<file path="src/rtl/multicycle_ctrl_pkg.sv">
// Shared encodings for the multi-cycle MIPS-subset sequencer: states, instruction classes,
// opcode/funct codes and datapath control encodings.
package multicycle_ctrl_pkg;

   typedef enum logic [2:0] {
      ST_FETCH  = 3'd0,
      ST_DECODE = 3'd1,
      ST_EXEC   = 3'd2,
      ST_MEM    = 3'd3,
      ST_WB     = 3'd4,
      ST_FAULT  = 3'd5
   } state_e;

   typedef enum logic [3:0] {
      CLS_ILLEGAL = 4'd0,
      CLS_LW      = 4'd1,
      CLS_SW      = 4'd2,
      CLS_J       = 4'd3,
      CLS_JAL     = 4'd4,
      CLS_BEQ     = 4'd5,
      CLS_BNE     = 4'd6,
      CLS_ADDI    = 4'd7,
      CLS_XORI    = 4'd8,
      CLS_JR      = 4'd9,
      CLS_ADD     = 4'd10,
      CLS_SUB     = 4'd11,
      CLS_SLT     = 4'd12
   } instr_class_e;

   localparam logic [5:0] OPC_RTYPE = 6'h00;
   localparam logic [5:0] OPC_J     = 6'h02;
   localparam logic [5:0] OPC_JAL   = 6'h03;
   localparam logic [5:0] OPC_BEQ   = 6'h04;
   localparam logic [5:0] OPC_BNE   = 6'h05;
   localparam logic [5:0] OPC_ADDI  = 6'h08;
   localparam logic [5:0] OPC_XORI  = 6'h0e;
   localparam logic [5:0] OPC_LW    = 6'h23;
   localparam logic [5:0] OPC_SW    = 6'h2b;

   localparam logic [5:0] FN_JR  = 6'h08;
   localparam logic [5:0] FN_ADD = 6'h20;
   localparam logic [5:0] FN_SUB = 6'h22;
   localparam logic [5:0] FN_SLT = 6'h2a;

   localparam logic [2:0] ALU_ADD = 3'd0;
   localparam logic [2:0] ALU_SUB = 3'd1;
   localparam logic [2:0] ALU_XOR = 3'd2;
   localparam logic [2:0] ALU_SLT = 3'd3;

   localparam logic [1:0] PC_INC4 = 2'd0;
   localparam logic [1:0] PC_J    = 2'd1;
   localparam logic [1:0] PC_JR   = 2'd2;
   localparam logic [1:0] PC_BR   = 2'd3;

   localparam logic [1:0] REG_DIN_ALU = 2'd0;
   localparam logic [1:0] REG_DIN_DM  = 2'd1;
   localparam logic [1:0] REG_DIN_JAL = 2'd2;

   localparam logic ALU_B_REG = 1'b0;
   localparam logic ALU_B_IMM = 1'b1;

   localparam logic [1:0] WADDR_RT  = 2'd0;
   localparam logic [1:0] WADDR_RD  = 2'd1;
   localparam logic [1:0] WADDR_R31 = 2'd2;

   function automatic instr_class_e decode_class(input logic [5:0] opc, input logic [5:0] fn);
      instr_class_e cls;
      cls = CLS_ILLEGAL;
      case (opc)
         OPC_LW:   cls = CLS_LW;
         OPC_SW:   cls = CLS_SW;
         OPC_J:    cls = CLS_J;
         OPC_JAL:  cls = CLS_JAL;
         OPC_BEQ:  cls = CLS_BEQ;
         OPC_BNE:  cls = CLS_BNE;
         OPC_ADDI: cls = CLS_ADDI;
         OPC_XORI: cls = CLS_XORI;
         OPC_RTYPE: begin
            case (fn)
               FN_JR:   cls = CLS_JR;
               FN_ADD:  cls = CLS_ADD;
               FN_SUB:  cls = CLS_SUB;
               FN_SLT:  cls = CLS_SLT;
               default: cls = CLS_ILLEGAL;
            endcase
         end
         default:  cls = CLS_ILLEGAL;
      endcase
      return cls;
   endfunction

endpackage

</file>
<file path="src/rtl/multicycle_ctrl_mem_wait_timer.sv">
// Counts consecutive unanswered memory request cycles; expire is combinational on the
// cycle that would be the WAIT_LIMIT-th unanswered one.
module mem_wait_timer #(
   parameter int unsigned WAIT_LIMIT = 16
) (
   input  logic clk,
   input  logic reset,
   input  logic clear,
   input  logic busy,
   output logic expire
);

   localparam int unsigned W = $clog2(WAIT_LIMIT);
   localparam logic [W-1:0] LAST = W'(WAIT_LIMIT - 1);

   logic [W-1:0] cnt_q;
   logic [W-1:0] cnt_d;

   always_comb begin
      cnt_d = cnt_q;
      if (clear) begin
         cnt_d = '0;
      end else if (busy && cnt_q != LAST) begin
         cnt_d = cnt_q + W'(1);
      end
   end

   always_ff @(posedge clk) begin
      if (reset) begin
         cnt_q <= '0;
      end else begin
         cnt_q <= cnt_d;
      end
   end

   assign expire = busy && (cnt_q == LAST);

endmodule

</file>
<file path="src/rtl/multicycle_ctrl.sv">
// Multi-cycle sequencer: FETCH/DECODE/EXEC/MEM/WB control for the MIPS-subset datapath,
// with memory-wait timeout into a sticky FAULT and a retired-instruction counter.
module multicycle_ctrl
   import multicycle_ctrl_pkg::*;
#(
   parameter int unsigned WAIT_LIMIT = 16,
   parameter int unsigned CNT_W      = 32
) (
   input  logic             clk,
   input  logic             reset,
   input  logic [5:0]       opcode,
   input  logic [5:0]       funct,
   input  logic             aluZero,
   input  logic             memReady,
   output logic             imReq,
   output logic             dmReq,
   output logic             dmWe,
   output logic             irWe,
   output logic             pcWe,
   output logic [1:0]       pcSrcCtrl,
   output logic             regWe,
   output logic [1:0]       regWAddrSel,
   output logic [1:0]       regDInCtrl,
   output logic             aluBSrcCtrl,
   output logic [2:0]       op,
   output logic             retired,
   output logic             illegalInstr,
   output logic             fault,
   output logic [CNT_W-1:0] retireCount
);

   state_e             state_q, state_d;
   instr_class_e       class_q, class_d;
   instr_class_e       decoded;
   logic [CNT_W-1:0]   retire_cnt_q, retire_cnt_d;
   logic [2:0]         cls_op;
   logic               cls_alub;
   logic               tmr_busy, tmr_clear, tmr_expire;

   assign decoded = decode_class(opcode, funct);

   // Request strobes depend on state only, so the timer never sees a combinational loop.
   assign imReq     = (state_q == ST_FETCH) && !reset;
   assign dmReq     = (state_q == ST_MEM) && !reset;
   assign fault     = (state_q == ST_FAULT) && !reset;
   assign tmr_busy  = (imReq || dmReq) && !memReady;
   assign tmr_clear = memReady ||
                      ((state_d != state_q) && (state_d == ST_FETCH || state_d == ST_MEM));

   mem_wait_timer #(.WAIT_LIMIT(WAIT_LIMIT)) u_timer (
      .clk    (clk),
      .reset  (reset),
      .clear  (tmr_clear),
      .busy   (tmr_busy),
      .expire (tmr_expire)
   );

   // ALU settings per class, shared by EXEC and WB so they stay stable across both.
   always_comb begin
      cls_op   = ALU_ADD;
      cls_alub = ALU_B_REG;
      case (class_q)
         CLS_BEQ, CLS_BNE, CLS_SUB: cls_op = ALU_SUB;
         CLS_SLT:                   cls_op = ALU_SLT;
         CLS_XORI: begin
            cls_op   = ALU_XOR;
            cls_alub = ALU_B_IMM;
         end
         CLS_ADDI, CLS_LW, CLS_SW:  cls_alub = ALU_B_IMM;
         default: begin
            cls_op   = ALU_ADD;
            cls_alub = ALU_B_REG;
         end
      endcase
   end

   always_comb begin
      state_d      = state_q;
      class_d      = class_q;
      irWe         = 1'b0;
      pcWe         = 1'b0;
      pcSrcCtrl    = PC_INC4;
      regWe        = 1'b0;
      regWAddrSel  = WADDR_RT;
      regDInCtrl   = REG_DIN_ALU;
      aluBSrcCtrl  = ALU_B_REG;
      op           = ALU_ADD;
      dmWe         = 1'b0;
      retired      = 1'b0;
      illegalInstr = 1'b0;
      unique case (state_q)
         ST_FETCH: begin
            if (memReady) begin
               irWe    = 1'b1;
               pcWe    = 1'b1;
               state_d = ST_DECODE;
            end else if (tmr_expire) begin
               state_d = ST_FAULT;
            end
         end
         ST_DECODE: begin
            class_d = decoded;
            if (decoded == CLS_ILLEGAL) begin
               illegalInstr = 1'b1;
               state_d      = ST_FETCH;
            end else begin
               state_d = ST_EXEC;
            end
         end
         ST_EXEC: begin
            op          = cls_op;
            aluBSrcCtrl = cls_alub;
            case (class_q)
               CLS_J, CLS_JAL, CLS_JR: begin
                  pcWe      = 1'b1;
                  pcSrcCtrl = (class_q == CLS_JR) ? PC_JR : PC_J;
                  retired   = 1'b1;
                  state_d   = ST_FETCH;
                  if (class_q == CLS_JAL) begin
                     regWe       = 1'b1;
                     regWAddrSel = WADDR_R31;
                     regDInCtrl  = REG_DIN_JAL;
                  end
               end
               CLS_BEQ, CLS_BNE: begin
                  pcSrcCtrl = PC_BR;
                  pcWe      = (class_q == CLS_BEQ) ? aluZero : !aluZero;
                  retired   = 1'b1;
                  state_d   = ST_FETCH;
               end
               CLS_LW, CLS_SW: state_d = ST_MEM;
               CLS_ADDI, CLS_XORI, CLS_ADD, CLS_SUB, CLS_SLT: state_d = ST_WB;
               default: state_d = ST_FETCH;
            endcase
         end
         ST_MEM: begin
            dmWe = (class_q == CLS_SW);
            if (memReady) begin
               if (class_q == CLS_SW) begin
                  retired = 1'b1;
                  state_d = ST_FETCH;
               end else begin
                  state_d = ST_WB;
               end
            end else if (tmr_expire) begin
               state_d = ST_FAULT;
            end
         end
         ST_WB: begin
            regWe   = 1'b1;
            retired = 1'b1;
            state_d = ST_FETCH;
            if (class_q == CLS_LW) begin
               regDInCtrl = REG_DIN_DM;
            end else begin
               op          = cls_op;
               aluBSrcCtrl = cls_alub;
               if (class_q == CLS_ADD || class_q == CLS_SUB || class_q == CLS_SLT) begin
                  regWAddrSel = WADDR_RD;
               end
            end
         end
         ST_FAULT: state_d = ST_FAULT;
         default:  state_d = ST_FETCH;
      endcase
      if (reset) begin
         irWe         = 1'b0;
         pcWe         = 1'b0;
         pcSrcCtrl    = PC_INC4;
         regWe        = 1'b0;
         regWAddrSel  = WADDR_RT;
         regDInCtrl   = REG_DIN_ALU;
         aluBSrcCtrl  = ALU_B_REG;
         op           = ALU_ADD;
         dmWe         = 1'b0;
         retired      = 1'b0;
         illegalInstr = 1'b0;
      end
   end

   always_comb begin
      retire_cnt_d = retire_cnt_q;
      if (retired) begin
         retire_cnt_d = retire_cnt_q + CNT_W'(1);
      end
   end

   always_ff @(posedge clk) begin
      if (reset) begin
         state_q      <= ST_FETCH;
         class_q      <= CLS_ILLEGAL;
         retire_cnt_q <= '0;
      end else begin
         state_q      <= state_d;
         class_q      <= class_d;
         retire_cnt_q <= retire_cnt_d;
      end
   end

   assign retireCount = retire_cnt_q;

endmodule

</file>
<file path="config.mk">
export PLATFORM = sky130hd
export DESIGN_NAME = multicycle_ctrl
export DESIGN_NICKNAME = d
export VERILOG_FILES = /design/src/rtl/multicycle_ctrl_pkg.sv /design/src/rtl/multicycle_ctrl_mem_wait_timer.sv /design/src/rtl/multicycle_ctrl.sv
export SDC_FILE = /design/constraint.sdc
export NUM_CORES = 1
export LEC_CHECK = 0
export BUFFER_PORTS_ARGS = -buffer_cell sky130_fd_sc_hd__buf_2
export CORE_MARGIN = 5
export CORE_UTILIZATION = 47
export DETAILED_ROUTE_END_ITERATION = 6
export PLACE_DENSITY = 0.71
export SYNTH_ARGS = -nofsm -noshare
export SYNTH_HDL_FRONTEND = slang
export SYNTH_HIERARCHICAL = 1
export SYNTH_SLANG_ARGS = --single-unit
</file>
<file path="constraint.sdc">
create_clock -name clk -period 2.46 [get_ports clk]
set_clock_uncertainty 0.05 [all_clocks]
set_input_delay 0.369 -clock clk [delete_from_list [all_inputs] [get_ports clk]]
set_output_delay 0.369 -clock clk [all_outputs]
set_load 0.1 [all_outputs]
</file>
**After elaboration in Yosys (flattened, before gate mapping)**

Cells that the tools add are included.

- $add $sub $neg: 2
- Multipliers: 0
- Divide/modulo/power cells: 0
- Magnitude comparators: 0
- Equality and inequality tests: 33
- Shift-type cells: 0
- Mux-type cells: 51
- Bitwise logic cells: 0
- Reductions and logical operators: 27

Operators with widths:

| operator | count |
|---|---|
| case mux 4 bit (9 select lines) | 1 |
| adder 32 x 1 -> 32 bit, second input constant | 1 |
| == test 6 bit, second input constant | 5 |
| == test 4 bit, second input constant | 6 |
| 2-to-1 mux 1 bit | 23 |
| == test 6 x 4 -> 1 bit, second input constant | 3 |
| 2-to-1 mux 3 bit | 6 |
| == test 4 x 3 -> 1 bit, second input constant | 4 |
| 2-to-1 mux 2 bit | 8 |
| case mux 4 bit (4 select lines) | 1 |
| case mux 3 bit (5 select lines) | 1 |
| == test 6 x 2 -> 1 bit, second input constant | 2 |
| == test 6 x 3 -> 1 bit, second input constant | 2 |
| case mux 2 bit (2 select lines) | 3 |
| case mux 3 bit (2 select lines) | 2 |
| OR reduction 5 bit | 2 |
| == test 3 x 2 -> 1 bit, second input constant | 3 |
| == test 4 x 2 -> 1 bit, second input constant | 2 |
| case mux 1 bit (2 select lines) | 4 |
| logical AND 1 bit | 7 |
| == test 3 bit, second input constant | 2 |
| logical NOT 3 bit | 2 |
| logical NOT 6 bit | 1 |
| case mux 2 bit (3 select lines) | 1 |
| 12 further kinds | 21 |

- Register bits after elaboration: 43
- Latch bits: 0
- RAM bits: 0
- ROM bits: 0
- Logic and storage cells: 117
- Memories kept: 0

**Longest topological paths before layout**

Gate-level depths: netlist (run 1).

- Word-level depth: 13
- Depth in mapped cells: 10
- Gate-level depth less buffers: 8

**Modules after synthesis**

Netlist (run 1), hierarchy kept.

Modules (own cells, without submodules):

| module | times used | cells each | area an instance (µm²) |
|---|---|---|---|
| multicycle_ctrl | 1 | 361 | 2685.1 |
| mem_wait_timer | 1 | 23 | 191.4 |

**Worst setup path after synthesis (run 1)**

Ideal clock, no wire load.

- Path kind: flip-flop to output port
- From: register state_q[1]
- To: output port pcWe
- Arrival: 5.541 ns
- Path slack: -3.500 ns
- Cell stages (with the launch flop): 6
- Buffers on the path: 2
- Cell sequence: dfxtp_1 -> clkbuf_1 -> clkbuf_1 -> nor4_1 -> and2_1 -> o21bai_1

- Cells in the longest elaborated chain, start to end: 3
- Elaborated cells between the ends (all ways): 4
- Those cells by class: 1 x eq/ne; 2 x mux; 1 x reduce/logical

RTL lines:

| item | line | source |
|---|---|---|
| start: declaration | multicycle_ctrl.sv:32 | `state_e state_q, state_d;` |
| start signal: assignment | multicycle_ctrl.sv:194 | `state_q <= state_d;` |
| == test 3 x 2 -> 1 bit or logical NOT 3 bit (tied branches) | multicycle_ctrl.sv:91 | `unique case (state_q)` |
| case mux 1 bit (2 select lines) (*) | multicycle_ctrl.sv:91 |  |
| 2-to-1 mux 1 bit (*) | multicycle_ctrl.sv:166 | `if (reset) begin` |
| end: declaration | multicycle_ctrl.sv:19 | `output logic pcWe,` |

Every way passes the cells marked *; elsewhere a longest branch is shown, timed or not.

**Worst setup path in the final report (run 1)**

- From: register state_q[2]
- To: output port aluBSrcCtrl

- Cells in the longest elaborated chain, start to end: 3
- Elaborated cells between the ends (all ways): 4
- Those cells by class: 2 x eq/ne; 2 x mux

RTL lines:

| item | line | source |
|---|---|---|
| == test 3 bit or == test 3 x 2 -> 1 bit (tied branches) | multicycle_ctrl.sv:91 |  |
| case mux 1 bit (2 select lines) (*) | multicycle_ctrl.sv:91 |  |
| 2-to-1 mux 1 bit (*) | multicycle_ctrl.sv:166 |  |
| end: declaration | multicycle_ctrl.sv:24 | `output logic aluBSrcCtrl,` |

Marked as above.

==> summary.md, run 1 <==
The flow ran to the end, and the final reports show no timing, DRC or antenna violations. The register bit total from synthesis came out at 43. The run gives 0 as the aggregate global routing overflow. The horizontal extent of the die came out at 88.2 um. Setup repair after global routing left no endpoint under its margin. The average cell area after synthesis is 7.49 um2, and the path depth of the worst reg2reg path is 6. The share of layout cells above drive strength 1 was 34.9%. Launch instance of the worst register-to-register path: class_q[3]. The region available for standard cell placement spans 5920 um2. The number of buffer and inverter instances along the worst setup path is 1, and the post-synthesis cell area is 2880 um2. STA classifies the critical path startpoint as a flop.

Of the post-synthesis cell area, the dominant cell type holds 29.9%. Clock-pin slew was measured on the worst setup and hold paths at 0.09 ns. Number of enable-type register cells in the synthesized netlist: 0. The chip height came out at 88.2 um. The logs give 0 for the count of endpoints failing setup in the final report and 1.45 nW for the leakage component of the power. The type of the worst setup path was flop to primary output. The number of input and output port buffers inserted works out to 65.

Max-cap violation count: 0. The top cell family by delay on the critical path is simple AND/OR/NAND/NOR gates. Placer congestion estimate: 0.845. The average via count per standard cell is 6.15. The tools report the startpoint of the tightest hold check path as funct[1]. The run gives 1.97 ns as the critical path arrival. The largest total area in the synthesized netlist belongs to sky130_fd_sc_hd__dfxtp_1. On the worst path, the slowest cell contributes a delay of 0.61 ns. Entering global routing, the biggest net connects 56 pins. In this run the number of H-tree levels came out at 2. Once detail routing completed, the nets flagged for antenna violations numbered 0.

Summing all non-filler instances in the final layout gives an area of 3960 um2. The total count of max-transition violations in the final report was 0. For the number of cells produced by synthesis, the log shows 384.

Buffers inserted during clock tree synthesis total 5. Global router's overall resource usage: 20.2%. The run gives 0.30 ns as the clock latency of the later-clocked register in the worst-skew pair.

The tools report the net count of the mapped netlist as 402. Power spread over the standard cell area amounts to 391 nW/um2. TritonCTS built the clock tree. The run gives 8310 um as the final wirelength. Setup slack on the worst reg-to-reg path comes out at 0.16 ns. The wire length per cell after detailed routing came out at 15.5 um. In this run, post-CTS hold repair placed 0 buffers. The run gives 7780 um2 as the full die area. Walking the worst path, the cells encountered are or4b_4 -> nor3_2 -> a31o_2 -> a22oi_2 -> o21ai_4 -> buf_12.

Maximum clock frequency: 419 MHz. The maximum fanout count along the critical path is 8, and the HPWL after detailed placement is 5730 um. For the number of warnings reported in the yosys synthesis log, the log shows 6.

The share of the clock period used by the worst path after layout came out at 97.0%. In the post-synthesis netlist, the cell with the most instances is sky130_fd_sc_hd__dfxtp_1. The worst pin sits at a relative slew slack of 54.8%. The data required time of the critical path is 2.04 ns, and the transition time at the pin with the least slew margin is 0.678 ns. Number of cells traversed by the worst hold path: 5. The global-route wire length before repair was 13100 um; the proportion of synthesized chip area in sequential cells was 29.9%. The logs give 0 for the number of diodes and 3760 um2 for the standard cell area after detailed placement. The number of remaining DRC errors is 0. The number of rows in the core area was 28. Counting I/O delays and the setup requirement, the final critical path takes 2.39 ns. The initial antenna violation count was 0.

In this run, the number of DRC markers left after iteration 0 of detailed routing was 172. The library cell contributing the largest single delay on the critical path was sky130_fd_sc_hd__or4b_4. The type of the worst min-delay path was input pin to flop. Counting flops with an async set or reset pin after synthesis yields a share of 0%.

Most used flip-flop cell after synthesis: sky130_fd_sc_hd__dfxtp_1. The worst-case IR drop observed on VDD is 0.290 mV. Worst reg2reg path endpoint: retireCount[31]. CTS saw 43 sinks. For this run, the detailed router's first-pass iteration total came to 4. After synthesis, the most frequently instantiated cells are 43 x sky130_fd_sc_hd__dfxtp_1, 38 x sky130_fd_sc_hd__a21oi_1, 30 x sky130_fd_sc_hd__nand2_1. 67 I/O pins were placed. Compared with the post-synthesis result, the final layout area differs by 37.8%. Via count of the first global-routing pass: 2935. The routed layout has 3298 vias. STA classifies the critical path endpoint as a primary output.

The tools report the worst hold slack across all endpoints as 0.420 ns. Yosys attributes the largest share of cell area to sky130_fd_sc_hd__dfxtp_1 30%, sky130_fd_sc_hd__a21oi_1 6.6%, sky130_fd_sc_hd__o31ai_1 5.2%. The number of endpoints with negative hold slack in the final report was 0; the initial core utilization was 48.6%. The tools report the maximum root-to-sink buffer count as 2. The endpoint of the worst hold-timing path was class_q[2]. The net count reported at finish is 478, and the number of distinct library cells after synthesis is 54. The tools report the clock root buffer master as sky130_fd_sc_hd__clkbuf_8.
==> worst max-delay path by stage <==
| stage | slack, ns | end | cells past startpoint | startpoint |
|---|---|---|---|---|
| after global placement | 0.09 | illegalInstr | 7 | opcode[2] |
| after detailed placement | 0.08 | illegalInstr | 7 | opcode[3] |
| final | 0.07 | aluBSrcCtrl | 6 | state_q[2] |
| after CTS | -0.01 | aluBSrcCtrl | 6 | state_q[0] |
| after floorplan | -0.57 | regWe | 4 | reset |
| after global routing | 0.0006 | retired | 5 | class_q[3] |
==> registers in the layout, summed over array words and instances (netlist names) <==
name	count
retireCount	32
class_q	4
u_timer/cnt_q	4
state_q	3
==> timing repair <==
item,CTS,global route
gates cloned,0,3
pin swaps,0,6
endpoints found under the hold margin,0,0
resized for setup,3,8
setup buffers,0,5
endpoints found under the setup margin,2,31
==> metrics by stage <==
stage          setup slack [ns]  util, %  TNS, ns  cells  total power, mW
2_1_floorplan            -0.572        -    -2.50    384            0.922
3_3_place_gp             0.0867     63.5        0    520            0.991
3_5_place_dp             0.0836     63.5        0    520            0.995
4_1_cts                 -0.0107     65.4  -0.0107    528             1.55
5_1_grt                0.000648     66.9        0    536             1.61
6_report                 0.0730     66.9        0    536             1.55
==> cell type report <==
class                           instances  area, um2
Clock inverter                          3       43.8
Fill cell                             493       1960
Multi-Input combinational cell        305       2030
Timing Repair Buffer                   97        806
Tap cell                               75       93.8
Sequential cell                        43        893
Inverter                                8       30.0
Clock buffer                            5       68.8
==> power breakdown <==
part	switching [mW]	internal [mW]	leakage (nW)	total (mW)
logic	0.171	0.0996	1.04	0.270
registers	0.0139	0.703	0.359	0.716
clock network	0.261	0.303	0.0581	0.564
==> cell usage in the layout, fill, tap and decap left out, types with 8 or more instances in the layout <==
cell type	count
sky130_fd_sc_hd__a21oi_1	36
sky130_fd_sc_hd__inv_1	8
sky130_fd_sc_hd__or4_1	18
sky130_fd_sc_hd__nand2_1	30
sky130_fd_sc_hd__buf_12	16
sky130_fd_sc_hd__and3_1	8
sky130_fd_sc_hd__buf_4	32
sky130_fd_sc_hd__nor2_1	26
sky130_fd_sc_hd__nor3_1	15
sky130_fd_sc_hd__nand4_1	9
sky130_fd_sc_hd__buf_2	49
sky130_fd_sc_hd__or3_1	13
sky130_fd_sc_hd__dfxtp_2	23
sky130_fd_sc_hd__o21ai_0	17
sky130_fd_sc_hd__o31ai_1	20
sky130_fd_sc_hd__dfxtp_1	19
sky130_fd_sc_hd__nand3_1	17
==> kinds of logic (layout without fill, tap and decap cells) <==
kind of cell             Yosys count  count (layout)  synth area share [%]
adder cells (fa/ha/maj)            2               2                 0.870
flip-flops                        43              43                  29.9
AND/OR/NAND/NOR                  182             182                  35.5
buffers and inverters             39             113                  6.39
other                              1               1                 0.130
AO/OA/AOI/OAI                    103             106                  22.7
multiplexers                       5               5                  1.74
XOR/XNOR                           9               9                  2.74
==> per-layer routing <==
metal  GRT usage [%]  vias up  part of all wire [%]
met2            35.8      105                    51
met1            25.6     1584                    41
met3            2.42       13                   6.1
met4            6.46        0                   1.8
li1                -     1596                     -
met5               0        -                     0
==> worst reg2reg max path: stages, from the launching register on <==
cell	delay (ns)
sky130_fd_sc_hd__dfxtp_1	0.39
sky130_fd_sc_hd__or4b_4	0.61
sky130_fd_sc_hd__o31ai_4	0.21
sky130_fd_sc_hd__buf_4	0.19
sky130_fd_sc_hd__a21oi_4	0.08
sky130_fd_sc_hd__or4_1	0.56
sky130_fd_sc_hd__a21oi_1	0.16
(Power assumes the default switching activity.)
==> inputs of run 2 (changes only) <==
--- a/config.mk
+++ b/config.mk
@@ -5,6 +5,7 @@
 export SDC_FILE = /design/constraint.sdc
 export NUM_CORES = 1
 export LEC_CHECK = 0
+export ABC_AREA = 1
 export BUFFER_PORTS_ARGS = -buffer_cell sky130_fd_sc_hd__buf_2
 export CORE_MARGIN = 5
 export CORE_UTILIZATION = 47
==> run 2 against run 1 <==
- final area fell by 7.3%
- utilization fell by 8.8 points
- setup slack improved by 0.065 ns
- highest routed layer unchanged
- worst hold slack improved by 0.021 ns
- largest power group unchanged
==> summary.md, run 2 <==
The clock-pin transition on the worst setup and hold timing paths works out to 0.09 ns (about the same). The switching share of total power is 35.3% (was 28.7%), and the fraction of the core area covered by cells at the end of the flow is 58.2% (was 66.9%). The tools report the leakage component of the power as 1.64 nW (was 1.45 nW). Number of flip-flops under the largest register name: 32 (unchanged). The pin count of the biggest net entering global routing is 24 (was 56), and the share of the clock period used by the worst path after layout is 94.4% (was 97.0%).

Cell-by-cell listing of the critical path: inv_2 -> buf_4 -> nand3_1 -> nor2_1 -> inv_1 -> a21oi_2 -> buf_2 (was or4b_4 -> nor3_2 -> a31o_2 -> a22oi_2 -> o21ai_4 -> buf_12). Most used cells in the layout excluding fill and tap cells: 100 x sky130_fd_sc_hd__nand2_1, 63 x sky130_fd_sc_hd__nor2_1, 61 x sky130_fd_sc_hd__inv_1, 59 x sky130_fd_sc_hd__buf_2, 40 x sky130_fd_sc_hd__dfxtp_1 (was 49 x sky130_fd_sc_hd__buf_2, 36 x sky130_fd_sc_hd__a21oi_1, 32 x sky130_fd_sc_hd__buf_4, 30 x sky130_fd_sc_hd__nand2_1, 26 x sky130_fd_sc_hd__nor2_1). The synthesized-area fraction occupied by adder cells was 0.823% (was 0.870%); the core area was 6310 um2 (was 5920 um2). The wire length on met3 was 527 um (was 509 um); the number of buffer and inverter instances along the worst setup path was 4 (was 1). The critical path's largest stage delay was 0.43 ns (was 0.61 ns). The average cell area after synthesis was 6.25 um2 (was 7.49 um2); the full die area was 8180 um2 (was 7780 um2). The register area is 865 um2 (was 893 um2).

HPWL after detailed placement: 6330 um (was 5730 um). For the part of the power in registers, the log shows 47.1% (was 46.2%). The flow ran to the end, and the final reports show no timing, DRC or antenna violations. Clock buffer count from CTS: 5 (unchanged). The standard cell area after detailed placement came out at 3550 um2 (was 3760 um2). The number of standard cells in the layout, taps in and fillers out came out at 638 (was 536).

TritonCTS built the clock tree. Number of cells traversed by the worst hold path: 2 (was 5). The placer congestion estimate came out at 0.921 (was 0.845). The type of the worst setup path was flop to primary output (unchanged). Time the worst path needs with I/O delays and setup: 2.32 ns (was 2.39 ns). The maximum root-to-sink buffer count was 2 (unchanged); the wire length per cell after detailed routing was 12.5 um (was 15.5 um). Launch instance of the worst register-to-register path: state_q[2] (was class_q[3]). The fraction of registers with async set/reset is 0% (unchanged). The tools report the clock latency of the later-clocked register in the worst-skew pair as 0.30 ns (about the same). The path depth of the worst reg2reg path is 19 (was 6), and the area used by multi-input combinational logic is 1940 um2 (was 2030 um2). The via count of the first global-routing pass came out at 3062 (was 2935). The tools report the number of distinct library cells after synthesis as 41 (was 54). The type of the worst min-delay path was flop to flop (was input pin to flop).

For the number of remaining DRC errors, the log shows 0 (unchanged). Average via count per standard cell: 5.17 (was 6.15). The run gives 3670 um2 (was 3960 um2) as the final instance area. The number of cells produced by synthesis came out at 487 (was 384). Main combinational cell family by area after synthesis: simple AND/OR/NAND/NOR gates (unchanged). The number of rows in the core area was 29 (was 28). For the wire length on met1, the log shows 3530 um (was 3420 um). The number of input and output port buffers inserted is 65 (unchanged), and the layout overhead on the synthesized area is 20.7% (was 37.8%). The count of endpoints failing setup in the final report came out at 0 (unchanged).

The top cell family by delay on the critical path is buffers and inverters (was simple AND/OR/NAND/NOR gates). The most repeated cell in the gate-level netlist after synthesis was sky130_fd_sc_hd__nand2_1 (was sky130_fd_sc_hd__dfxtp_1). For the clock power share, the log shows 29.0% (was 36.4%). The logs give 1.01 mW (was 1.10 mW) for the internal power summed over all cells and 0 (unchanged) for the aggregate global routing overflow. The multiplexer area fraction after synthesis was 0% (was 1.74%); the post-layout total power was 1.56 mW (was 1.55 mW).

The most common cell after layout, fill and taps aside is sky130_fd_sc_hd__nand2_1 (was sky130_fd_sc_hd__buf_2). The number of diodes is 0 (unchanged). The share of layout cells above drive strength 1 came out at 26.4% (was 34.9%). The simple-gate share of the synthesized area is 43.2% (was 35.5%). The maximum clock frequency was 431 MHz (was 419 MHz); the global router's overall resource usage was 19.6% (was 20.2%). For the critical path arrival, the log shows 1.90 ns (was 1.97 ns). The capturing element type of the critical path was a primary output (unchanged).

The tools report the combinational share of power as 23.9% (was 17.4%). Clock root buffer master: sky130_fd_sc_hd__clkbuf_8 (unchanged). The run gives 0 (unchanged) as the total count of max-transition violations in the final report.

The initial core utilization came out at 48.2% (was 48.6%). For the number of cells after detailed placement, the log shows 629 (was 520). Max-cap violation count: 0 (unchanged). The run gives 7970 um (was 8310 um) as the final wirelength.

The number of iterations in the first detailed-routing pass is 5 (was 4), and the count of hold-fix buffers inserted at cts is 0 (unchanged). The complex-gate fraction of the synthesized area was 11.8% (was 22.7%). The tools report the net count reported at finish as 578 (was 478). The tools report the endpoint of the worst hold-timing path as retireCount[1] (was class_q[2]). The number of endpoints with negative hold slack in the final report was 0 (unchanged). The tools report the met2 wirelength from detailed routing as 3830 um (was 4230 um).

The register bit total from synthesis came out at 43 (unchanged). Worst-case register-to-register setup slack: 0.19 ns (was 0.16 ns). The number of warnings reported in the yosys synthesis log came out at 6 (unchanged).

Initial antenna violation count: 0 (unchanged). Most area-consuming cells after synthesis: sky130_fd_sc_hd__dfxtp_1 28%, sky130_fd_sc_hd__nand2_1 12%, sky130_fd_sc_hd__nor2_1 8.9% (was sky130_fd_sc_hd__dfxtp_1 30%, sky130_fd_sc_hd__a21oi_1 6.6%, sky130_fd_sc_hd__o31ai_1 5.2%). The run gives 633 (was 493) as the fill cell total of the finished layout. The number of placed I/O pins is 67 (unchanged). The chip height was 90.4 um (was 88.2 um).

The tools report the worst reg2reg path endpoint as u_timer/cnt_q[1] (was retireCount[31]). The most used flip-flop cell after synthesis is sky130_fd_sc_hd__dfxtp_1 (unchanged). The logs give 549 uW (was 446 uW) for the switching power total and 3040 um2 (was 2880 um2) for the post-synthesis cell area. The data required time of the critical path is 2.04 ns (about the same).

The proportion of synthesized chip area in sequential cells is 28.3% (was 29.9%). For the via count of the routed design, the log shows 3297 (was 3298). For the number of nets with antenna violations after routing, the log shows 0 (unchanged). The library cell contributing the largest single delay on the critical path is sky130_fd_sc_hd__buf_2 (was sky130_fd_sc_hd__or4b_4). The tools report the startpoint of the tightest hold check path as retireCount[1] (was funct[1]). The power density normalized to cell area was 424 nW/um2 (was 391 nW/um2); the number of enable-type register cells in the synthesized netlist was 0 (unchanged). The maximum fanout count along the critical path was 5 (was 8); the share of the synthesized netlist area taken by xor and xnor gates was 5.18% (was 2.74%).

The element type at the critical path start was a flop (unchanged). The global-route wire length before repair is 13700 um (was 13100 um). Net count of the mapped netlist: 505 (was 402). The portion of synthesized cell area occupied by the leading cell type is 28.3% (was 29.9%), and the number of design-rule violations left by the first detailed-router iteration is 231 (was 172). The deepest level of the CTS H-tree is 2 (unchanged), and the clock sink count is 43 (unchanged). The top cell type by total area after synthesis is sky130_fd_sc_hd__dfxtp_1 (unchanged). The worst IR drop on VDD came out at 0.226 mV (was 0.290 mV). The horizontal extent of the die is 90.4 um (was 88.2 um). The uppermost signal routing layer after detailed routing is met4 (unchanged). Commonest cells in the synthesized netlist: 100 x sky130_fd_sc_hd__nand2_1, 72 x sky130_fd_sc_hd__nor2_1, 61 x sky130_fd_sc_hd__inv_1 (was 43 x sky130_fd_sc_hd__dfxtp_1, 38 x sky130_fd_sc_hd__a21oi_1, 30 x sky130_fd_sc_hd__nand2_1).
## run 2: per-layer routing
layer  vias up  global-route usage (%)
met5         -                       0
met4         0                    5.96
met3         7                    4.83
met2        98                    32.8
met1      1467                    24.7
li1       1725                       -
## run 2: worst min-delay path, cell delays in order (launching register included)
cell                      delay (ns)
sky130_fd_sc_hd__dfxtp_2        0.35
sky130_fd_sc_hd__nand2_1        0.06
sky130_fd_sc_hd__a21oi_1        0.05
## run 2: logic make-up after synthesis
| kind of cell | count (synthesis) |
|---|---|
| flops | 43 |
| fa+ha+maj | 2 |
| xor+xnor | 18 |
| buf+inv | 77 |
| compound gates | 62 |
| simple gates | 284 |
| other cells | 1 |
## run 2: repair_timing
action                     in CTS  in global routing
setup endpoints to repair       1                 14
setup buffers                   0                  1
hold endpoints to repair        0                  0
pin swaps                       0                  1
gates resized for setup         1                 12
## run 2: worst max-delay path by stage
stage / cells after the start / endpoint / from / slack, ns
floorplan: 2 / dmWe / reset / -0.32
global placement: 16 / u_timer/cnt_q[0] / opcode[5] / 0.20
detailed placement: 19 / u_timer/cnt_q[1] / state_q[2] / 0.08
CTS: 8 / pcWe / state_q[2] / 0.006
global route: 19 / u_timer/cnt_q[0] / state_q[2] / -0.04
finish: 7 / pcSrcCtrl[1] / state_q[2] / 0.14
## run 2: cell type report
type                       instances  share of cell area (%)
clock buffer                       6                    1.98
sequential                        43                    23.5
multi-input combinational        367                    52.9
inverter                          67                    6.98
timing repair buffer              76                    11.6
tap                               77                    2.62
clock inverter                     2                   0.341
## run 2: metrics by stage
step	setup TNS (ns)	hold slack (ns)	worst slack (ns)
2_1_floorplan	-0.364	0.441	-0.319
3_3_place_gp	0	0.428	0.203
3_5_place_dp	0	0.432	0.0838
4_1_cts	0	0.444	0.00558
5_1_grt	-0.0829	0.460	-0.0412
6_report	0	0.442	0.138
## run 2: power by group through the flow
stage	clock network, mW	registers (mW)	logic, mW
2_1_floorplan	0	0.758	0.277
3_3_place_gp	0	0.747	0.358
3_5_place_dp	0	0.748	0.363
4_1_cts	0.464	0.731	0.364
5_1_grt	0.500	0.735	0.411
6_report	0.450	0.732	0.372
==> inputs of run 3 (changes only) <==
--- a/config.mk
+++ b/config.mk
@@ -11,6 +11,7 @@
 export CORE_UTILIZATION = 47
 export DETAILED_ROUTE_END_ITERATION = 6
 export PLACE_DENSITY = 0.71
+export SETUP_SLACK_MARGIN = 0.2
 export SYNTH_ARGS = -nofsm -noshare
 export SYNTH_HDL_FRONTEND = slang
 export SYNTH_HIERARCHICAL = 1
==> constraint.sdc (replaced) <==
create_clock -name clk -period 2.46 [get_ports clk]
set_clock_uncertainty 0.05 [all_clocks]
set_input_delay 0.369 -clock clk [delete_from_list [all_inputs] [get_ports clk]]
set_output_delay 0.369 -clock clk [all_outputs]
set_load 0.02 [all_outputs]
==> run 3 against run 2 <==
- combinational power fell by 15%
- critical path depth rose by 12
- non-clock buffer count rose by 10
- sequential power rose by 0.7%
- cell count rose by 1.6%
- global-route usage fell by 0.42 points
- final area rose by 2.5%
- die area did not move
- flip-flop and latch count did not move
- utilization rose by 1.4 points
==> summary.md, run 3 (same netlist as run 2, synthesis figures left out) <==
The run finished with clean final reports. The logs give 29.8% (was 32.8%) for the met2 routing resource usage after global routing and 31 (was 24) for the pin count of the biggest net entering global routing. The total count of max-transition violations in the final report was 0 (unchanged). HPWL after detailed placement: 6090 um (was 6330 um). The number of cells traversed by the worst hold path is 2 (unchanged), and the number of cells after detailed placement is 627 (was 629). The final wirelength is 8120 um (was 7970 um), and the core area is 6310 um2 (unchanged). The horizontal extent of the die was 90.4 um (unchanged). The launch instance of the worst register-to-register path was state_q[2] (unchanged).

The number of standard cells in the layout, taps in and fillers out was 648 (was 638). The worst-case register-to-register setup slack was 0.26 ns (was 0.19 ns); the number of flip-flops under the largest register name was 32 (unchanged). The wire length per cell after detailed routing is 12.5 um (about the same).

Setup repair after global routing could not meet its margin everywhere. The type of the worst min-delay path is input pin to flop (was flop to flop). The deepest level of the CTS H-tree came out at 2 (unchanged).

The number of iterations in the first detailed-routing pass is 4 (was 5). The final setup TNS is 0 ns (unchanged), and the maximum fanout count along the critical path is 7 (was 5). The number of endpoints with negative hold slack in the final report came out at 0 (unchanged).

The run gives 0 (unchanged) as the aggregate global routing overflow. The share of layout cells above drive strength 1 was 28.2% (was 26.4%). Endpoint of the worst hold-timing path: class_q[0] (was retireCount[1]). The max-cap violation count was 0 (unchanged). The number of rows in the core area was 29 (unchanged). The library cell contributing the largest single delay on the critical path was sky130_fd_sc_hd__dfxtp_4 (was sky130_fd_sc_hd__buf_2). The run gives 8180 um2 (unchanged) as the full die area. The fill cell total of the finished layout was 657 (was 633). The highest-utilization routing layer at the global route stage was met2 (unchanged).

The tools report the element type at the critical path start as a flop (unchanged). Type of the worst setup path: flop to flop (was flop to primary output). The clock buffer count from CTS is 5 (unchanged).

The average via count per standard cell was 5.29 (was 5.17). The time the worst path needs with I/O delays and setup is 2.20 ns (was 2.32 ns), and the path depth of the worst reg2reg path is 19 (unchanged). The run gives 0 (unchanged) as the number of remaining DRC errors. The layout overhead on the synthesized area came out at 23.7% (was 20.7%). The number of diodes came out at 0 (unchanged).

The startpoint of the tightest hold check path is reset (was retireCount[1]). Count of endpoints failing setup in the final report: 0 (unchanged). The maximum clock frequency was 455 MHz (was 431 MHz); the initial antenna violation count was 0 (unchanged). The via count of the routed design came out at 3430 (was 3297). The tools report the area used by multi-input combinational logic as 1930 um2 (was 1940 um2).

TritonCTS built the clock tree. The global-route wire length before repair was 13600 um (was 13700 um). Capturing element type of the critical path: a flop (was a primary output).

The chip height is 90.4 um (unchanged), and the placer congestion estimate is 0.899 (was 0.921). The worst reg2reg path endpoint is u_timer/cnt_q[0] (was u_timer/cnt_q[1]). The met3 track utilization from global routing was 3.92% (was 4.83%); the maximum root-to-sink buffer count was 2 (unchanged).

The most numerous cell type found on the critical path is sky130_fd_sc_hd__nor2_2. The most common cell after layout, fill and taps aside was sky130_fd_sc_hd__nand2_1 (unchanged). The run gives 19.2% (was 19.6%) as the global router's overall resource usage. The share of the clock period used by the worst path after layout was 89.3% (was 94.4%); the fraction of met1 tracks used by global routing was 27.2% (was 24.7%). The launching instance or port of the critical path is state_q[2] (unchanged). The critical path arrival was 2.39 ns (was 1.90 ns). Most used cells in the layout excluding fill and tap cells: 99 x sky130_fd_sc_hd__nand2_1, 66 x sky130_fd_sc_hd__nor2_1, 64 x sky130_fd_sc_hd__buf_2, 58 x sky130_fd_sc_hd__inv_1, 37 x sky130_fd_sc_hd__nand3_1 (was 100 x sky130_fd_sc_hd__nand2_1, 63 x sky130_fd_sc_hd__nor2_1, 61 x sky130_fd_sc_hd__inv_1, 59 x sky130_fd_sc_hd__buf_2, 40 x sky130_fd_sc_hd__dfxtp_1). The clock latency of the later-clocked register in the worst-skew pair came out at 0.30 ns (about the same). The net count reported at finish came out at 588 (was 578). The initial core utilization came out at 48.2% (unchanged). The data required time of the critical path was 2.65 ns (was 2.04 ns); the leakage component of the power was 1.72 nW (was 1.64 nW).

Clock root buffer master: sky130_fd_sc_hd__clkbuf_8 (unchanged). The register area was 875 um2 (was 865 um2); the worst IR drop on VDD was 0.432 mV (was 0.226 mV). The number of input and output port buffers inserted was 65 (unchanged); the critical path's largest stage delay was 0.37 ns (was 0.43 ns). For the number of placed I/O pins, the log shows 67 (unchanged).

Clock sink count: 43 (unchanged). The clock-pin transition on the worst setup and hold timing paths is 0.08 ns (was 0.09 ns). For the number of design-rule violations left by the first detailed-router iteration, the log shows 206 (was 231). Cell-by-cell listing of the critical path: inv_4 -> nand3_2 -> nor2_2 -> inv_2 -> a21oi_2 -> inv_1 -> nor2_2 -> inv_2 -> a21oi_2 -> nor2_2 -> nand2_1 -> nor2_1 -> o211ai_1 -> inv_1 -> nand2_1 -> nand2_2 -> nor2_4 -> o21ai_1 -> nor2_1 (was inv_2 -> buf_4 -> nand3_1 -> nor2_1 -> inv_1 -> a21oi_2 -> buf_2). The via count of the first global-routing pass was 3020 (was 3062). The power density normalized to cell area is 429 nW/um2 (was 424 nW/um2). For the number of nets with antenna violations after routing, the log shows 0 (unchanged).
[run 3: cell count changes in the layout (fill, tap and decap cells not counted), moves of 3 or more]
cell,change
sky130_fd_sc_hd__buf_2,+5
sky130_fd_sc_hd__nor3_4,-3
sky130_fd_sc_hd__o21ai_1,+3
sky130_fd_sc_hd__buf_4,+10
sky130_fd_sc_hd__dfxtp_1,-4
sky130_fd_sc_hd__clkbuf_4,-4
sky130_fd_sc_hd__nor2_1,+3
sky130_fd_sc_hd__nor2_2,-5
sky130_fd_sc_hd__inv_1,-3
[run 3: power breakdown]
part           total, mW  internal [mW]  leakage (nW)  switching [mW]
sequential         0.737          0.713         0.351          0.0248
clock              0.560          0.303        0.0581           0.257
combinational      0.317          0.114          1.31           0.203
total               1.61           1.13          1.72           0.485
[run 3: what timing repair did]
action / in CTS / in global routing
pin swaps: 0 / 8
gates resized for setup: 3 / 32
endpoints found under the setup margin: 5 / 6
buffers inserted: 0 / 13
hold buffers: 0 / 0
[run 3: layout make-up]
class	instances	area share [%]
Multi-Input combinational cell	367	51.2
Sequential cell	43	23.2
Timing Repair Buffer	86	12.9
Inverter	67	7.08
Tap cell	77	2.56
Clock buffer	5	1.83
Clock inverter	3	1.16
[run 3: stage by stage]
stage	power, mW	util [%]	setup slack [ns]	hold slack (ns)	cell area, um2
after detailed placement	1.01	54.8	0.144	0.449	3460
after CTS	1.57	56.7	0.157	0.348	3580
final	1.61	59.6	0.264	0.365	3760
after global routing	1.70	59.6	0.0484	0.385	3760
after global placement	1.01	54.8	0.236	0.429	3460
after floorplan	0.942	-	0.252	0.441	3050
[run 3: metal layers]
metal / share of wire (%) / vias up
met4: 1.5 / 0
li1: - / 1748
met2: 45 / 111
met3: 5.8 / 10
met1: 47 / 1561
met5: 0 / -
[run 3: worst max-delay path by stage]
stage / end / depth (start not counted)
floorplan: u_timer/cnt_q[0] / 17
global placement: u_timer/cnt_q[0] / 18
detailed placement: u_timer/cnt_q[1] / 18
CTS: retired / 11
global route: u_timer/cnt_q[0] / 19
finish: u_timer/cnt_q[0] / 19
[run 3: worst max-delay path, delay by kind of cell (launching register included)]
family | cells | cell delay (ns)
simple gates | 10 | 0.89
buf+inv | 5 | 0.31
compound gates | 4 | 0.52
flops | 1 | 0.37
